[src/rtl/i2s_pkg.sv]
// Shared definitions for the I2S capture path: state encoding and default sizing.
`timescale 1ns/1ps
package i2s_pkg;

  typedef enum logic [1:0] {
    SEEK  = 2'd0,
    LEFT  = 2'd1,
    RIGHT = 2'd2
  } state_t;

  localparam int DEF_BITSIZE   = 24;
  // clk must run at least this many times faster than bclk for the oversampler
  localparam int MIN_CLK_RATIO = 4;

endpackage

[src/rtl/i2s_receiver_if.sv]
// Pin-side and sample-side signals of the I2S receiver, bundled for port connection.
`timescale 1ns/1ps
interface i2s_receiver_if #(
  parameter int BITSIZE = i2s_pkg::DEF_BITSIZE
);

  logic               bclk;
  logic               lrclk;
  logic               sdin;
  logic [BITSIZE-1:0] out_l;
  logic [BITSIZE-1:0] out_r;
  logic               valid;
  logic               slot_err;

  // master: the codec side driving the serial pins and consuming samples
  modport master (
    output bclk, lrclk, sdin,
    input  out_l, out_r, valid, slot_err
  );

  modport slave (
    input  bclk, lrclk, sdin,
    output out_l, out_r, valid, slot_err
  );

endinterface

[src/rtl/i2s_sync_edge.sv]
// Two-flop synchroniser for an asynchronous input, plus a one-clk rising-edge pulse.
`timescale 1ns/1ps
module i2s_sync_edge (
  input  logic clk,
  input  logic rst,
  input  logic d,
  output logic q,
  output logic rise
);

  logic [2:0] ff;

  always_ff @(posedge clk or posedge rst) begin
    if (rst) begin
      ff <= '0;
    end else begin
      // NOTE: non-blocking so each stage samples the previous stage's old value.
      ff <= {ff[1:0], d};
    end
  end

  assign q    = ff[1];
  assign rise = ff[1] & ~ff[2];

endmodule

[src/rtl/i2s_receiver.sv]
// Oversampling I2S receiver: deserialises left/right slots into parallel words on clk.
`timescale 1ns/1ps
module i2s_receiver
  import i2s_pkg::*;
#(
  parameter int BITSIZE = DEF_BITSIZE,
  parameter int CNTSIZE = 6
) (
  input logic          clk,
  input logic          rst,
  i2s_receiver_if.slave bus
);

  localparam int                  IDXW   = (BITSIZE > 1) ? $clog2(BITSIZE) : 1;
  localparam logic [CNTSIZE-1:0]  BITS_C = CNTSIZE'(BITSIZE);

  logic               tick;
  logic               bclk_s;
  logic [1:0]         lr_ff;
  logic [1:0]         sd_ff;
  logic               lrclk_s;
  logic               sdin_s;

  state_t             state;
  logic               lrclk_prev;
  logic [BITSIZE-1:0] sr;
  logic [CNTSIZE-1:0] bitcnt;
  logic [BITSIZE-1:0] left_hold;
  logic [BITSIZE-1:0] out_l_q;
  logic [BITSIZE-1:0] out_r_q;
  logic               valid_q;
  logic               slot_err_q;

  logic [BITSIZE-1:0] sr_cap;
  logic [CNTSIZE-1:0] bitcnt_inc;
  logic [IDXW-1:0]    wr_idx;
  logic               short_slot;

  i2s_sync_edge u_bclk_sync (
    .clk  (clk),
    .rst  (rst),
    .d    (bus.bclk),
    .q    (bclk_s),
    .rise (tick)
  );

  always_ff @(posedge clk or posedge rst) begin
    if (rst) begin
      lr_ff <= '0;
      sd_ff <= '0;
    end else begin
      lr_ff <= {lr_ff[0], bus.lrclk};
      sd_ff <= {sd_ff[0], bus.sdin};
    end
  end

  assign lrclk_s = lr_ff[1];
  assign sdin_s  = sd_ff[1];

  // Shift register with the current bit written MSB-first; bits past BITSIZE are dropped.
  always_comb begin
    // NOTE: every always_comb output gets a default first so no latch is inferred.
    sr_cap = sr;
    wr_idx = IDXW'(BITSIZE - 1) - IDXW'(bitcnt);
    if (bitcnt < BITS_C) begin
      sr_cap[wr_idx] = sdin_s;
    end
  end

  assign bitcnt_inc = (&bitcnt) ? bitcnt : bitcnt + CNTSIZE'(1);
  // bitcnt_inc includes the boundary bit, so it is the full slot length
  assign short_slot = (bitcnt_inc < BITS_C);

  always_ff @(posedge clk or posedge rst) begin
    if (rst) begin
      state      <= SEEK;
      lrclk_prev <= 1'b0;
      sr         <= '0;
      bitcnt     <= '0;
      left_hold  <= '0;
      out_l_q    <= '0;
      out_r_q    <= '0;
      valid_q    <= 1'b0;
      slot_err_q <= 1'b0;
    end else begin
      valid_q    <= 1'b0;
      slot_err_q <= 1'b0;
      if (tick) begin
        if (lrclk_s == lrclk_prev) begin
          sr     <= sr_cap;
          bitcnt <= bitcnt_inc;
        end else begin
          sr         <= '0;
          bitcnt     <= '0;
          lrclk_prev <= lrclk_s;
          unique case (state)
            SEEK: begin
              if (!lrclk_s) state <= LEFT;
            end
            LEFT: begin
              left_hold  <= sr_cap;
              slot_err_q <= short_slot;
              state      <= RIGHT;
            end
            RIGHT: begin
              out_l_q    <= left_hold;
              out_r_q    <= sr_cap;
              valid_q    <= 1'b1;
              slot_err_q <= short_slot;
              state      <= LEFT;
            end
            default: state <= SEEK;
          endcase
        end
      end
    end
  end

  assign bus.out_l    = out_l_q;
  assign bus.out_r    = out_r_q;
  assign bus.valid    = valid_q;
  assign bus.slot_err = slot_err_q;

endmodule
[src/flat_wrapper.sv]
// flat-port wrapper written by rule: the top's interface ports become plain ports
module i2s_receiver_flat import i2s_pkg::*;
#(
  parameter int BITSIZE = DEF_BITSIZE,
  parameter int CNTSIZE = 6
)
  (clk, rst, bus_bclk, bus_lrclk, bus_sdin, bus_out_l, bus_out_r, bus_valid, bus_slot_err);
  i2s_receiver_if #(.BITSIZE(BITSIZE)) bus_i ();
  input logic clk;
  input logic rst;
  input wire logic [$bits(bus_i.bclk)-1:0] bus_bclk;
  input wire logic [$bits(bus_i.lrclk)-1:0] bus_lrclk;
  input wire logic [$bits(bus_i.sdin)-1:0] bus_sdin;
  output wire logic [$bits(bus_i.out_l)-1:0] bus_out_l;
  output wire logic [$bits(bus_i.out_r)-1:0] bus_out_r;
  output wire logic [$bits(bus_i.valid)-1:0] bus_valid;
  output wire logic [$bits(bus_i.slot_err)-1:0] bus_slot_err;
  assign bus_i.bclk = bus_bclk;
  assign bus_i.lrclk = bus_lrclk;
  assign bus_i.sdin = bus_sdin;
  assign bus_out_l = bus_i.out_l;
  assign bus_out_r = bus_i.out_r;
  assign bus_valid = bus_i.valid;
  assign bus_slot_err = bus_i.slot_err;
  i2s_receiver #(.BITSIZE(BITSIZE), .CNTSIZE(CNTSIZE)) u_core (.clk(clk), .rst(rst), .bus(bus_i));
endmodule
[config.mk]
export PLATFORM = sky130hd
export DESIGN_NAME = i2s_receiver_flat
export DESIGN_NICKNAME = d
export VERILOG_FILES = /design/src/rtl/i2s_pkg.sv /design/src/rtl/i2s_receiver_if.sv /design/src/rtl/i2s_sync_edge.sv /design/src/rtl/i2s_receiver.sv /design/src/flat_wrapper.sv
export SDC_FILE = /design/constraint.sdc
export NUM_CORES = 1
export LEC_CHECK = 0
export CORE_MARGIN = 1.5
export CORE_UTILIZATION = 55
export CTS_BUF_LIST = sky130_fd_sc_hd__clkbuf_8
export DETAILED_ROUTE_END_ITERATION = 12
export HOLD_SLACK_MARGIN = 0.06
export MAX_ROUTING_LAYER = met4
export PLACE_DENSITY = 0.83
export SLEW_MARGIN = 20
export SYNTH_ARGS = -nofsm -noshare
export SYNTH_HDL_FRONTEND = slang
export SYNTH_SLANG_ARGS = --single-unit
[constraint.sdc]
create_clock -name clk -period 8.7 [get_ports clk]
set_input_delay 1.74 -clock clk [delete_from_list [all_inputs] [get_ports clk]]
set_output_delay 1.74 -clock clk [all_outputs]
set_load 0.05 [all_outputs]
==> reports/results.txt, run 1 <==
Status -> completed
Final Total Pwr -> 0.00223 W
Register area -> 2850 µm²
Setup crit end kind -> primary output
CTS tree -> yes
Detailed Routing Iterations Pass 1 -> 5
Drt total wl -> 13,700 µm
Main synth FF type -> dfrtp_1
WS Path Type -> reg -> out
All-Layer GR Usage -> 28.6%
Hold-fix buffers, CTS -> 0
Unique masters post-synth -> 47
Via count -> 4,538
Largest area contributor in the netlist -> dfrtp_1
CP cell instances -> clkdlybuf4s50_1
Vias in the first global route -> 4,336
Combinational Power Share -> 41.1%
Global-route wire length before repair -> 22,200 µm
Post-DP HPWL -> 8670 µm
Worst hold path class -> reg -> reg
Top-area cell type share of the netlist area -> 53.0%
Commonest non-fill, non-tap cells in the layout -> 114 x dfrtp_1, 77 x a21oi_1, 54 x clkdlybuf4s50_1
Via/cell ratio -> 6.71
Area growth, synth to finish -> 17.0%
Die Span Y -> 102 µm
Core area -> 9370 µm²
Buf/Inv on CP -> 1
Mean post-synth cell area -> 10.7 µm²
Clock latency on the worst-skew pair -> 430 ps
Number of synthesized flops with an enable pin -> 0
Final setup vio count -> 0
Layout cells sized above 1 -> 12.6%
Leak -> 2.57 nW
Multi-input logic area -> 2270 µm²
Non-Filler Instances -> 676
Number of routed nets with antenna violations -> 0
Total gr overflow -> 0
Peak Freq -> 296 MHz
Largest net degree at the start of global routing -> 59
Sink Count -> 114
FF+latch count, synth -> 114
Warnings from Yosys -> 0
Initial core utilization -> 57.4%
Worst Skew -> 10.6 ps
Switching power share of the total -> 43.2%
Slowest cell on crit path -> clkdlybuf4s50_1
Clk pin slew, worst setup/hold paths -> 70 ps
CP max FO -> 2
Root Buffer -> clkbuf_8
Row count -> 35
DRT iter0 DRCs -> 502
Switch Pwr -> 0.000965 W
Clk pwr share -> 21.9%
Clk buf depth -> 2
Placer congestion estimate -> 0.931
Syn nets -> 518
Peak VDD IR -> 0.183 mV
PwrDens -> 355 nW/µm²
Post-CTS setup buffers -> 0
Fill count -> 713
Htree depth -> 4
Commonest non-fill, non-tap cell in the layout -> dfrtp_1
Die ar. -> 10,400 µm²
Die outline width -> 102 µm
Top Ports -> 55
Placed Instances -> 644
Period utilisation layout -> 38.9%
Antenna cell count -> 0
Slew Viols, Final -> 0
DRC Markers -> 0
Internal power -> 0.00127 W
RSZ-0062 raised after global routing -> false
Worst Path Arrival -> 1640 ps
Post-route cell area -> 6290 µm²
Initial antenna violation count -> 0
Cell area after synthesis -> 5380 µm²
IO Port Bufs -> 54
Worst path max stage delay -> 820 ps
Startpoint Class -> flop
TritonCTS buffer count -> 17
Tmin final -> 3380 ps
Nets -> 548
Cts repair resizes -> 0
Reg power frac -> 37.0%
WL per Instance -> 20.2 µm
Post-synthesis sequential area ratio -> 53.0%
Instance area at placement -> 5900 µm²
Asr flop ratio synth -> 100%
Worst slew pin tran -> 1080 ps
Critical Path RT -> 6960 ps
Endpoints failing hold -> 0
Ranking of synthesized cells by area -> dfrtp_1 53%, a21oi_1 7.2%, a31oi_1 5.7%
Max Cap Viol -> 0
Crit-path leading delay family -> buffers and inverters
Cells after Synth -> 504
Setup TNS -> 0 ps
Max_slew headroom -> 28.0%
==> registers in the layout (all words and copies together) (netlist names) <==
| register | flops |
|---|---|
| u_core.lr_ff | 2 |
| u_core.lrclk_prev | 1 |
| u_core.bus.slot_err | 1 |
| u_core.bus.out_r | 24 |
| u_core.sr | 24 |
| u_core.bitcnt | 6 |
| u_core.left_hold | 24 |
| u_core.bus.out_l | 24 |
| u_core.u_bclk_sync.ff | 3 |
| u_core.sd_ff | 2 |
| u_core.state | 2 |
| u_core.bus.valid | 1 |
==> cells in the mapped netlist (2+ instances only) <==
library cell,number
dfrtp_1,114
a21oi_1,77
a31oi_1,49
nand3_1,27
o31ai_1,27
clkbuf_1,25
nand4_1,23
o21ai_0,22
mux2_2,16
buf_2,14
inv_1,10
mux2_1,10
ha_1,9
nand2_1,9
nand3b_1,8
or3b_2,6
and4bb_2,5
buf_4,4
nand2b_1,4
nor2b_1,4
and2_1,3
and3_1,3
a211oi_1,2
a22o_1,2
and3b_1,2
and4_1,2
and4b_1,2
buf_6,2
nor3_1,2
nor4b_1,2
o2111a_1,2
or4bb_1,2
==> cell type report <==
cell class / count / area share, %
flip-flops and latches: 114 / 45.3
clock inverters: 15 / 2.53
clock buffers: 17 / 3.72
repair buffers: 58 / 9.07
well taps: 129 / 2.57
inverters: 11 / 0.696
multi-input cells: 332 / 36.1
==> worst paths after layout <==
kind / startpoint / endpoint / slack [ps] / cells past startpoint
worst max-delay path: u_core.bus.out_r[18]$_DFFE_PP0P_ / bus_out_r[18] / 5320 / 1
worst min-delay path: u_core.u_bclk_sync.ff[0]$_DFF_PP0_ / u_core.u_bclk_sync.ff[1]$_DFF_PP0_ / 350 / 0
worst max register to register: u_core.u_bclk_sync.ff[1]$_DFF_PP0_ / u_core.bus.slot_err$_DFF_PP0_ / 6160 / 3
worst min register to register: u_core.u_bclk_sync.ff[0]$_DFF_PP0_ / u_core.u_bclk_sync.ff[1]$_DFF_PP0_ / 350 / 0
max in group asynchronous: rst / u_core.bus.out_l[8]$_DFFE_PP0P_ / 5770 / 3
min in group asynchronous: rst / u_core.state[1]$_DFFE_PP0P_ / 1770 / 2
==> power groups by stage <==
stage | clock [W] | sequential, W | combinational [W]
floorplan | 0 | 0.00115 | 0.000282
global placement | 0 | 0.000823 | 0.000892
detailed placement | 0 | 0.000833 | 0.000914
CTS | 0.000493 | 0.000825 | 0.000918
global route | 0.000518 | 0.000845 | 0.000971
finish | 0.000489 | 0.000827 | 0.000918
==> logic make-up after synthesis <==
kind of cell               after synthesis  synth area share [%]
and+or+nand+nor                        110                  13.6
AOI/OAI and AO/OA                      186                  20.5
muxes                                   26                  5.44
adders and majority gates                9                  2.09
buffers and inverters                   58                  4.96
DFF                                    114                  53.0
xor gates and xnor gates                 1                 0.303
==> stage by stage <==
step	hold slack (ps)	setup slack [ps]	util (%)
CTS	354	5310	67.1
global placement	333	5240	62.9
finish	354	5320	67.1
floorplan	331	3940	-
detailed placement	336	5210	62.9
global route	362	5290	67.1
==> layer usage <==
layer | GRT usage, % | vias up | routed length (µm)
met4 | 10.1 | 0 | 265
met1 | 38.7 | 2237 | 5560
met2 | 43.2 | 289 | 6620
met5 | - | - | 0
li1 | - | 1983 | -
met3 | 6.22 | 29 | 1240
Note: power is estimated with default switching activity, not from simulation.
==> inputs of run 2 (changes only) <==
- CORE_UTILIZATION: 55 -> 53
- clock period: 8.7 -> 3 ns (I/O delays scaled with it)
==> run 2 against run 1 <==
Effect of this change: routed wire length grew 0.92%; via count grew 0.82%; critical path type unchanged; die area grew 3.7%; highest routed layer unchanged.
==> reports/results.txt, run 2 (synthesized netlist as in run 1, its figures left out) <==
Status -> completed
Worst Skew -> 8.34 ps
Drt total wl -> 13,800 µm
Commonest non-fill, non-tap cells in the layout -> 114 x dfrtp_1, 77 x a21oi_1, 54 x clkdlybuf4s50_1
DRC Markers -> 0
Leak -> 2.65 nW
Tmin final -> 2250 ps
Number of routed nets with antenna violations -> 0
Peak Freq -> 444 MHz
Via count -> 4,575
WL per Instance -> 20.0 µm
Antenna cell count -> 0
Largest net degree at the start of global routing -> 115
Htree depth -> 4
CP max FO -> 2
Top Ports -> 55
Slew Viols, Final -> 0
Endpoints failing hold -> 0
Slowest cell on crit path -> clkdlybuf4s50_1
PwrDens -> 1020 nW/µm²
Area growth, synth to finish -> 19.0%
Worst Path Arrival -> 1650 ps
Peak VDD IR -> 0.532 mV
TritonCTS buffer count -> 17
Worst slew pin tran -> 986 ps
Vias in the first global route -> 4,467
Critical Path RT -> 2400 ps
Global-route wire length before repair -> 22,500 µm
Root Buffer -> clkbuf_8
Nets -> 558
Initial core utilization -> 54.8%
Die ar. -> 10,800 µm²
Final Total Pwr -> 0.00654 W
Crit-path leading delay family -> buffers and inverters
Total gr overflow -> 0
Max_slew headroom -> 34.3%
Fill count -> 777
Commonest non-fill, non-tap cell in the layout -> dfrtp_1
Max Cap Viol -> 0
Core area -> 9820 µm²
IO Port Bufs -> 54
Worst hold path class -> reg -> reg
Sink Count -> 114
Initial antenna violation count -> 0
WS Path Type -> reg -> out
Via/cell ratio -> 6.63
Die Span Y -> 104 µm
Row count -> 36
Startpoint Class -> flop
Clk buf depth -> 2
Cts repair resizes -> 0
CTS tree -> yes
Post-CTS setup buffers -> 0
All-Layer GR Usage -> 27.1%
RSZ-0062 raised after global routing -> false
Placer congestion estimate -> 0.956
Clk pin slew, worst setup/hold paths -> 70 ps
Buf/Inv on CP -> 1
Setup TNS -> 0 ps
Final setup vio count -> 0
Worst path max stage delay -> 820 ps
Die outline width -> 104 µm
Detailed Routing Iterations Pass 1 -> 5
DRT iter0 DRCs -> 604
Setup crit end kind -> primary output
Hold-fix buffers, CTS -> 0
Layout cells sized above 1 -> 13.6%
Period utilisation layout -> 75.1%
Post-DP HPWL -> 9010 µm
Clock latency on the worst-skew pair -> 450 ps
CP cell instances -> clkdlybuf4s50_1
[run 2: power by group]
| part | total (W) | internal, W | switching, W |
|---|---|---|---|
| Combinational | 0.00272 | 0.000920 | 0.00180 |
| Sequential | 0.00236 | 0.00204 | 0.000323 |
| Clock | 0.00146 | 0.000850 | 0.000612 |
| Total | 0.00654 | 0.00381 | 0.00273 |
[run 2: layout make-up]
| type | instances | area, µm² | share of cell area [%] |
|---|---|---|---|
| Sequential cell | 114 | 2850 | 44.6 |
| Multi-Input combinational cell | 332 | 2270 | 35.5 |
| Timing Repair Buffer | 68 | 658 | 10.3 |
| Clock buffer | 19 | 262 | 4.09 |
| Tap cell | 133 | 166 | 2.60 |
| Clock inverter | 13 | 144 | 2.25 |
| Inverter | 11 | 45.0 | 0.704 |
[run 2: per-stage QoR]
| step | setup WS, ps | std cells | hold WS (ps) | area [µm²] | utilization (%) |
|---|---|---|---|---|---|
| after CTS | 740 | 690 | 361 | 6400 | 65.2 |
| after floorplan | 1010 | 504 | 331 | 5380 | - |
| final | 748 | 690 | 356 | 6400 | 65.2 |
| after global placement | 910 | 658 | 333 | 5990 | 61.0 |
| after detailed placement | 812 | 658 | 341 | 5990 | 61.0 |
| after global routing | 641 | 690 | 367 | 6400 | 65.2 |
[run 2: routing by layer]
metal | track usage [%] | vias to the layer above | share of wire [%]
li1 | - | 2001 | -
met1 | 34.3 | 2248 | 40
met2 | 40.7 | 270 | 48
met3 | 7.93 | 56 | 8.9
met4 | 12.2 | 0 | 2.9
met5 | - | - | 0
[run 2: worst paths after layout]
kind / start / to / slack [ps] / cells past startpoint
max: u_core.bus.out_r[4]$_DFFE_PP0P_ / bus_out_r[4] / 750 / 1
min: u_core.u_bclk_sync.ff[0]$_DFF_PP0_ / u_core.u_bclk_sync.ff[1]$_DFF_PP0_ / 360 / 0
max reg2reg: u_core.bitcnt[4]$_DFFE_PP0P_ / u_core.bus.out_r[17]$_DFFE_PP0P_ / 760 / 4
min reg2reg: u_core.u_bclk_sync.ff[0]$_DFF_PP0_ / u_core.u_bclk_sync.ff[1]$_DFF_PP0_ / 360 / 0
max in group asynchronous: rst / u_core.bitcnt[4]$_DFFE_PP0P_ / 1890 / 3
min in group asynchronous: rst / u_core.bus.out_l[17]$_DFFE_PP0P_ / 690 / 3
